[src/rtl/uart_rx_frontend.sv]
// UART receiver front end: synchronises an asynchronous 8N1 line (optional parity),
// rejects start-bit glitches, reports framing/parity/overrun errors, and holds each byte for a valid/ready consumer.
module uart_rx_frontend #(
  parameter int CLKS_PER_BIT = 868,
  parameter bit PARITY_EN    = 1'b0,
  parameter bit PARITY_ODD   = 1'b0
) (
  input  logic       clk,
  input  logic       rst,
  input  logic       rx,
  output logic [7:0] Extracted_data,
  output logic       rx_valid,
  input  logic       rx_ready,
  output logic       receive_done,
  output logic       parity_err,
  output logic       frame_err,
  output logic       overrun
);

  // state  | meaning
  // IDLE   | waiting for a falling edge on the synchronised line
  // START  | counting to mid start bit; high there means a glitch
  // DATA   | sampling 8 data bits LSB first at mid bit
  // PARITY | sampling the parity bit and latching a mismatch flag
  // STOP   | sampling the stop bit, then deliver or report an error
  // BREAK  | line stuck low after a framing error; wait for idle high
  typedef enum logic [2:0] {IDLE, START, DATA, PARITY, STOP, BREAK} state_t;

  localparam int CNT_W = $clog2(CLKS_PER_BIT);
  localparam logic [CNT_W-1:0] BIT_LAST  = CNT_W'(CLKS_PER_BIT - 1);
  localparam logic [CNT_W-1:0] HALF_LAST = CNT_W'(CLKS_PER_BIT / 2 - 1);

  state_t           state;
  logic [CNT_W-1:0] clk_cnt;
  logic [2:0]       bit_idx;
  logic [7:0]       shift;
  logic             par_bad;
  logic             rx_m, rx_s, rx_prev;
  logic             fall;

  assign fall = rx_prev & ~rx_s;

  always_ff @(posedge clk) begin
    if (rst) begin
      rx_m           <= 1'b1;
      rx_s           <= 1'b1;
      rx_prev        <= 1'b1;
      state          <= IDLE;
      clk_cnt        <= '0;
      bit_idx        <= '0;
      shift          <= '0;
      par_bad        <= 1'b0;
      Extracted_data <= '0;
      rx_valid       <= 1'b0;
      receive_done   <= 1'b0;
      parity_err     <= 1'b0;
      frame_err      <= 1'b0;
      overrun        <= 1'b0;
    end else begin
      rx_m         <= rx;
      rx_s         <= rx_m;
      rx_prev      <= rx_s;
      receive_done <= 1'b0;
      parity_err   <= 1'b0;
      frame_err    <= 1'b0;
      overrun      <= 1'b0;

      // A delivery on this same edge overrides the clear below.
      if (rx_valid && rx_ready)
        rx_valid <= 1'b0;

      case (state)
        IDLE: begin
          if (fall) begin
            state   <= START;
            clk_cnt <= '0;
            par_bad <= 1'b0;
          end
        end

        START: begin
          if (clk_cnt == HALF_LAST) begin
            if (rx_s) begin
              state <= IDLE;
            end else begin
              state   <= DATA;
              clk_cnt <= '0;
              bit_idx <= '0;
            end
          end else begin
            clk_cnt <= clk_cnt + 1'b1;
          end
        end

        DATA: begin
          if (clk_cnt == BIT_LAST) begin
            clk_cnt        <= '0;
            shift[bit_idx] <= rx_s;
            if (bit_idx == 3'd7)
              state <= PARITY_EN ? PARITY : STOP;
            else
              bit_idx <= bit_idx + 1'b1;
          end else begin
            clk_cnt <= clk_cnt + 1'b1;
          end
        end

        PARITY: begin
          if (clk_cnt == BIT_LAST) begin
            clk_cnt <= '0;
            par_bad <= ((^shift) ^ rx_s) != PARITY_ODD;
            state   <= STOP;
          end else begin
            clk_cnt <= clk_cnt + 1'b1;
          end
        end

        STOP: begin
          if (clk_cnt == BIT_LAST) begin
            clk_cnt <= '0;
            if (!rx_s) begin
              frame_err <= 1'b1;
              state     <= BREAK;
            end else if (par_bad) begin
              parity_err <= 1'b1;
              state      <= IDLE;
            end else begin
              state <= IDLE;
              if (!rx_valid || rx_ready) begin
                Extracted_data <= shift;
                rx_valid       <= 1'b1;
                receive_done   <= 1'b1;
              end else begin
                overrun <= 1'b1;
              end
            end
          end else begin
            clk_cnt <= clk_cnt + 1'b1;
          end
        end

        BREAK: begin
          if (rx_s)
            state <= IDLE;
        end

        default: state <= IDLE;
      endcase
    end
  end

endmodule
[config.mk]
export PLATFORM = sky130hd
export DESIGN_NAME = uart_rx_frontend
export DESIGN_NICKNAME = d
export VERILOG_FILES = /design/src/rtl/uart_rx_frontend.sv
export SDC_FILE = /design/constraint.sdc
export NUM_CORES = 1
export LEC_CHECK = 0
export ABC_AREA = 1
export CAP_MARGIN = 10
export CORE_UTILIZATION = 63
export CTS_CLUSTER_DIAMETER = 40
export DETAILED_ROUTE_END_ITERATION = 16
export PLACE_DENSITY = 0.85
export SETUP_SLACK_MARGIN = 0.5
export SYNTH_ARGS = -nofsm -noshare
export SYNTH_HDL_FRONTEND = slang
export SYNTH_SLANG_ARGS = --single-unit
[constraint.sdc]
create_clock -name clk -period 2.4 [get_ports clk]
set_input_delay 0.6 -clock clk [delete_from_list [all_inputs] [get_ports clk]]
set_output_delay 0.6 -clock clk [all_outputs]
set_load 0.01 [all_outputs]
==> flow_summary.toml, run 1 <==
[run_status]
status = "finished, final reports clean"

[placement]
place_congestion = 0.882
port_buffers = 16
placed_area_um2 = 2570
hpwl_um = 3680

[power_and_ir_drop]
sequentialPowerShare_pct = 38.3
power_frac_clock_pct = 24.8
ir_drop_mv = 0.965
p_int_mw = 1.16
switching_share_pct = 40.9
leakagePower_nw = 1.18
comb_power_share_pct = 36.9
switchingPower_mw = 0.801
powerDensity_nw_per_um2 = 733
total_power_mw = 1.96

[sta]
finalHoldViolCount = 0
maxSlewHeadroom_pct = 62.6
period_needed_ps = 1790
worst_pin_slew_ps = 560
finalCritPeriodShare_pct = 74.5
fin_setup_tns_ps = 0
hold_ws_ps = 416
slew_viol_final = 0
grt_setup_unrepaired = "no"
fmax_mhz = 559
fin_skew_ps = 5.90
setup_viol_count_final = 0

[setup_path]
required_ps = 1800
start_kind = "flop"
r2r_cells = 9
cp.arrival_ps = 1190
cp_cell_sequence = "clkdlybuf4s50_1"
crit_slowest_cell = "clkdlybuf4s50_1"
cp.depth = 1
path_class = "reg2out"
cp_top_family = "buffers and inverters"
critPathMaxStageDelay_ps = 540
cp_max_fo = 2
crit_buf_inv = 1
end_kind = "primary output"

[logic_synthesis]
synthCells = 366
syn_area_per_cell_um2 = 6.52
syn_nets = 374
yosys_warnings = 0
synth_cell_types = 30
ys_ff_latch = 41
ys_seq_area_share_pct = 34.4
synth_area_um2 = 2390

[routing]
routed_wl_um = 5130
drt_pass1_iterations = 5
routed_via_density = 5.30
drt_iter0_drc = 272
drtAntennaViolNets = 0
drc_errors = 0
wl_per_cell_um = 12.0
vias = 2274

[clocking]
cts_setup_buffers = 0
clk_pin_slew_ps = 80
postCtsHoldBufs = 0
cts_tree = "yes"
cts_buffer_depth = 2
htreeDepth = 2
clockRootBuffer = "clkbuf_8"
cts_made_buffers = 5
clock-sinks = 41
worstSkewPairLatency_ps = 300

[global_routing]
grt_pass1_vias = 2052
grt_max_degree = 22
antenna_found_initial = 0
track_usage_pct = 27.8
grt_pass1_wl_um = 8790
grt_overflow = 0

[final_layout]
final_nets = 390
layout_commonest_cell = "nand2_1"
multi_input_comb_area_um2 = 1340
drive_gt1_share_pct = 9.92
fillerInstances = 293
final-seq-area_um2 = 821
fin_area_um2 = 2670
synthToLayoutAreaGrowth_pct = 11.9
diodes = 0
final_cell_mix = "84 x nand2_1, 62 x nor2_1, 45 x inv_1"

[floorplanning]
die_w_um = 63.5
core_area_um2 = 3470
rows = 21
start_util_pct = 68.8
die_h_um = 63.5
io_pins = 17
dieArea_um2 = 4040

[flow_run]
maxCapViolCount = 0

[hold_path]
hold_path_class = "reg2reg"
min_path_cells = 1
-- flip-flops by register name, summed over array words and instances (netlist names) --
| signal | flops |
|---|---|
| frame_err | 1 |
| clk_cnt | 10 |
| receive_done | 1 |
| par_bad | 1 |
| rx_m | 1 |
| rx_prev | 1 |
| parity_err | 1 |
| bit_idx | 3 |
| shift | 8 |
| Extracted_data | 8 |
| rx_valid | 1 |
| overrun | 1 |
| state | 3 |
| rx_s | 1 |
-- power by group through the flow --
stage | registers (mW) | clock network [mW] | logic [mW]
2_1_floorplan | 0.758 | 0 | 0.574
3_3_place_gp | 0.762 | 0 | 0.700
3_5_place_dp | 0.764 | 0 | 0.714
4_1_cts | 0.748 | 0.488 | 0.717
5_1_grt | 0.754 | 0.516 | 0.811
6_report | 0.749 | 0.485 | 0.722
-- cell families after synthesis --
| family | count (synthesis) | synth area share [%] |
|---|---|---|
| compound gates | 37 | 7.87 |
| xor+xnor | 6 | 2.20 |
| fa+ha+maj | 4 | 2.10 |
| buf+inv | 58 | 9.96 |
| flops | 41 | 34.4 |
| simple gates | 220 | 43.5 |
-- cells in the mapped netlist, drive strengths merged --
cell,n,area share (%)
nand2,95,17
nor2,67,11
inv,48,7.6
dfxtp,41,34
nand3,34,7.9
a21oi,19,4.0
o21ai,17,3.6
nand4,13,4.3
nor3,8,2.2
buf,5,1.6
clkbuf,4,0.63
ha,4,2.1
xor2,4,1.5
or2,2,0.52
xnor2,2,0.73
clkinv,1,0.21
nor4,1,0.52
o211ai,1,0.31
-- routing by layer --
metal	track usage, %	vias to the layer above	share of wire [%]
met4	10.5	0	1.6
met1	35.5	987	47
met2	45.3	81	46
met5	0	-	0
met3	6.34	7	6.2
li1	-	1199	-
-- per-stage QoR --
step	instances	setup WS [ps]	utilization (%)
final	429	612	77.0
after floorplan	366	942	-
after global routing	429	513	77.0
after detailed placement	421	520	74.0
after global placement	421	563	74.0
after CTS	429	577	76.8
-- final timing paths --
path	end	slack (ps)	start
worst max-delay path	Extracted_data[6]	610	Extracted_data[6]
worst min-delay path	rx_s	420	rx_m
worst max register to register	Extracted_data[6]	650	clk_cnt[0]
worst min register to register	rx_s	420	rx_m
-- layout make-up --
cell class | instances | share of cell area, %
Multi-Input combinational cell | 267 | 50.0
Clock buffer | 6 | 3.09
Inverter | 49 | 6.94
Tap cell | 46 | 2.16
Sequential cell | 41 | 30.7
Timing Repair Buffer | 18 | 6.56
Clock inverter | 2 | 0.515
-- what timing repair did --
| item | CTS | global route |
|---|---|---|
| hold endpoints to repair | 0 | 0 |
| setup endpoints to repair | 0 | 12 |
| gates resized for setup | 0 | 3 |
Note: power is estimated with default switching activity, not from simulation.
==> run 2: changes to the inputs <==
- CORE_UTILIZATION: 63 -> 53
- PLACE_DENSITY: 0.85 -> 0.76
- clock period: 2.4 -> 1.56 ns (I/O delays scaled with it)
==> run 2 against run 1 <==
Effect of this change: clock-buffer cell count did not move; wire length rose by 37%; sequential share of layout area fell by 5.6 points; worst setup slack got worse by 570 ps; first-iteration DRC count rose by 17%; combinational power rose to 2.8 times the previous value; final area rose by 28%; flip-flop and latch count did not move; global-route usage fell by 0.063 points; critical path depth rose by 7; clock power rose by 61%; critical endpoint is now clk_cnt[0]; sequential power rose by 60%.
==> flow_summary.toml, run 2 (synthesis gave the netlist of run 1 again) <==
[final_layout]
largestRegisters = "clk_cnt x10, Extracted_data x8, shift x8"
final_nets = 433
drive_gt1_share_pct = 41.2
fin_area_um2 = 3420
layout_commonest_cell = "nand2_1"
final_cell_mix = "72 x nand2_1, 45 x nor2_1, 37 x inv_1"
largest_register_ffs = 10
top_register = "clk_cnt"
synthToLayoutAreaGrowth_pct = 43.2
finish.utilization_pct = 78.5
diodes = 0

[sta]
finalCritPeriodShare_pct = 97.6
fin_skew_ps = 8.55
setup_viol_count_final = 0
slew_viol_final = 0
period_needed_ps = 1520
maxSlewHeadroom_pct = 70.8
worst_slack_ps = 37.7
finalHoldViolCount = 0
fmax_mhz = 657
grt_setup_unrepaired = "yes"
worst_pin_slew_ps = 437

[placement]
port_buffers = 16
preCtsSetupSlack_ps = -29.9
hpwl_um = 3860
placed_area_um2 = 2790
place_congestion = 0.932

[setup_path]
end_kind = "flop"
path_class = "reg2reg"
start_kind = "flop"
cp.depth = 8
cp_max_fo = 6
crit_buf_inv = 1
r2r_slack_ps = 40
critPathMaxStageDelay_ps = 390
crit_slowest_cell = "dfxtp_4"
required_ps = 1730
cp_top_family = "simple AND/OR/NAND/NOR gates"
rr_startpoint = "clk_cnt[5]"
cp.arrival_ps = 1700
cp_cell_sequence = "nand2_4 -> nor3_4 -> nand3_2 -> buf_6 -> nand3_1 -> nand2_1 -> a21oi_2 -> nor2_1"
r2r_cells = 8
rr_endpoint = "clk_cnt[0]"

[floorplanning]
start_util_pct = 54.8
rows = 24
core_area_um2 = 4350
io_pins = 17
die_w_um = 69.1
dieArea_um2 = 4770
die_h_um = 69.1

[clocking]
cts_tree = "yes"
postCtsHoldBufs = 0
clock-sinks = 41
clockRootBuffer = "clkbuf_8"
htreeDepth = 2
cts_made_buffers = 5
clk_pin_slew_ps = 80
worstSkewPairLatency_ps = 300
cts_buffer_depth = 2

[global_routing]
grt_pass1_vias = 2350
grt_overflow = 0
grtUsageMet2_pct = 44.3
grt_max_degree = 17
grt_pass1_wl_um = 10800
track_usage_pct = 27.8
antenna_found_initial = 0
grt.met3_usage_pct = 4.09
top_usage_layer = "met2"
grt_use_met1_pct = 37.8

[routing]
vias = 2683
drt_iter0_drc = 318
routed_via_density = 5.62
drc_errors = 0
drt_pass1_iterations = 5
drtAntennaViolNets = 0
routed_wl_um = 7030
wl_per_cell_um = 14.7

[hold_path]
hold_path_class = "reg2reg"
holdPathEnd = "rx_s"
min_path_cells = 1
hp-start = "rx_m"

[flow_run]
maxCapViolCount = 0

[power_and_ir_drop]
powerDensity_nw_per_um2 = 1170
ir_drop_mv = 1.23
total_power_mw = 3.99
leakagePower_nw = 1.55

[run_status]
status = "finished, final reports clean"
## run 2: report_power, final
group          switching [mW]  internal, mW  total (mW)  leakage, nW
combinational            1.27         0.742        2.01         1.16
clock                   0.379         0.401       0.780       0.0522
sequential             0.0852          1.11        1.20        0.343
## run 2: area by class of cell
type / count / area (µm²)
clock buffer: 6 / 93.8
clock inverter: 1 / 5.00
fill: 269 / 937
inverter: 49 / 201
multi-input combinational: 268 / 1670
sequential: 41 / 858
tap: 52 / 65.1
timing repair buffer: 60 / 520
## run 2: repair_timing
item | in CTS | in global routing
gates resized for setup | 144 | 33
setup buffers | 16 | 4
endpoints found under the hold margin | 0 | 0
pin swaps | 35 | 17
setup endpoints to repair | 53 | 53
gates cloned | 1 | 0
## run 2: worst max-delay path by stage
stage               start                 to  slack, ps
2_1_floorplan  clk_cnt[1]         clk_cnt[9]        210
3_3_place_gp     rx_ready  Extracted_data[7]          6
3_5_place_dp   clk_cnt[1]            par_bad        -30
4_1_cts        clk_cnt[1]         clk_cnt[0]        130
5_1_grt          state[1]         clk_cnt[0]        -30
6_report       clk_cnt[5]         clk_cnt[0]         40
## run 2: stage by stage
| step | hold WS, ps | setup TNS (ps) | cells |
|---|---|---|---|
| floorplan | 389 | 0 | 366 |
| global placement | 394 | 0 | 449 |
| detailed placement | 401 | -84.0 | 449 |
| CTS | 420 | 0 | 473 |
| global route | 451 | -31.5 | 477 |
| finish | 417 | 0 | 477 |
## run 2: per-layer routing
layer | up-vias | routed length, µm
met2 | 131 | 3440
met4 | 0 | 179
met1 | 1241 | 2900
li1 | 1287 | -
met5 | - | 0
met3 | 24 | 512
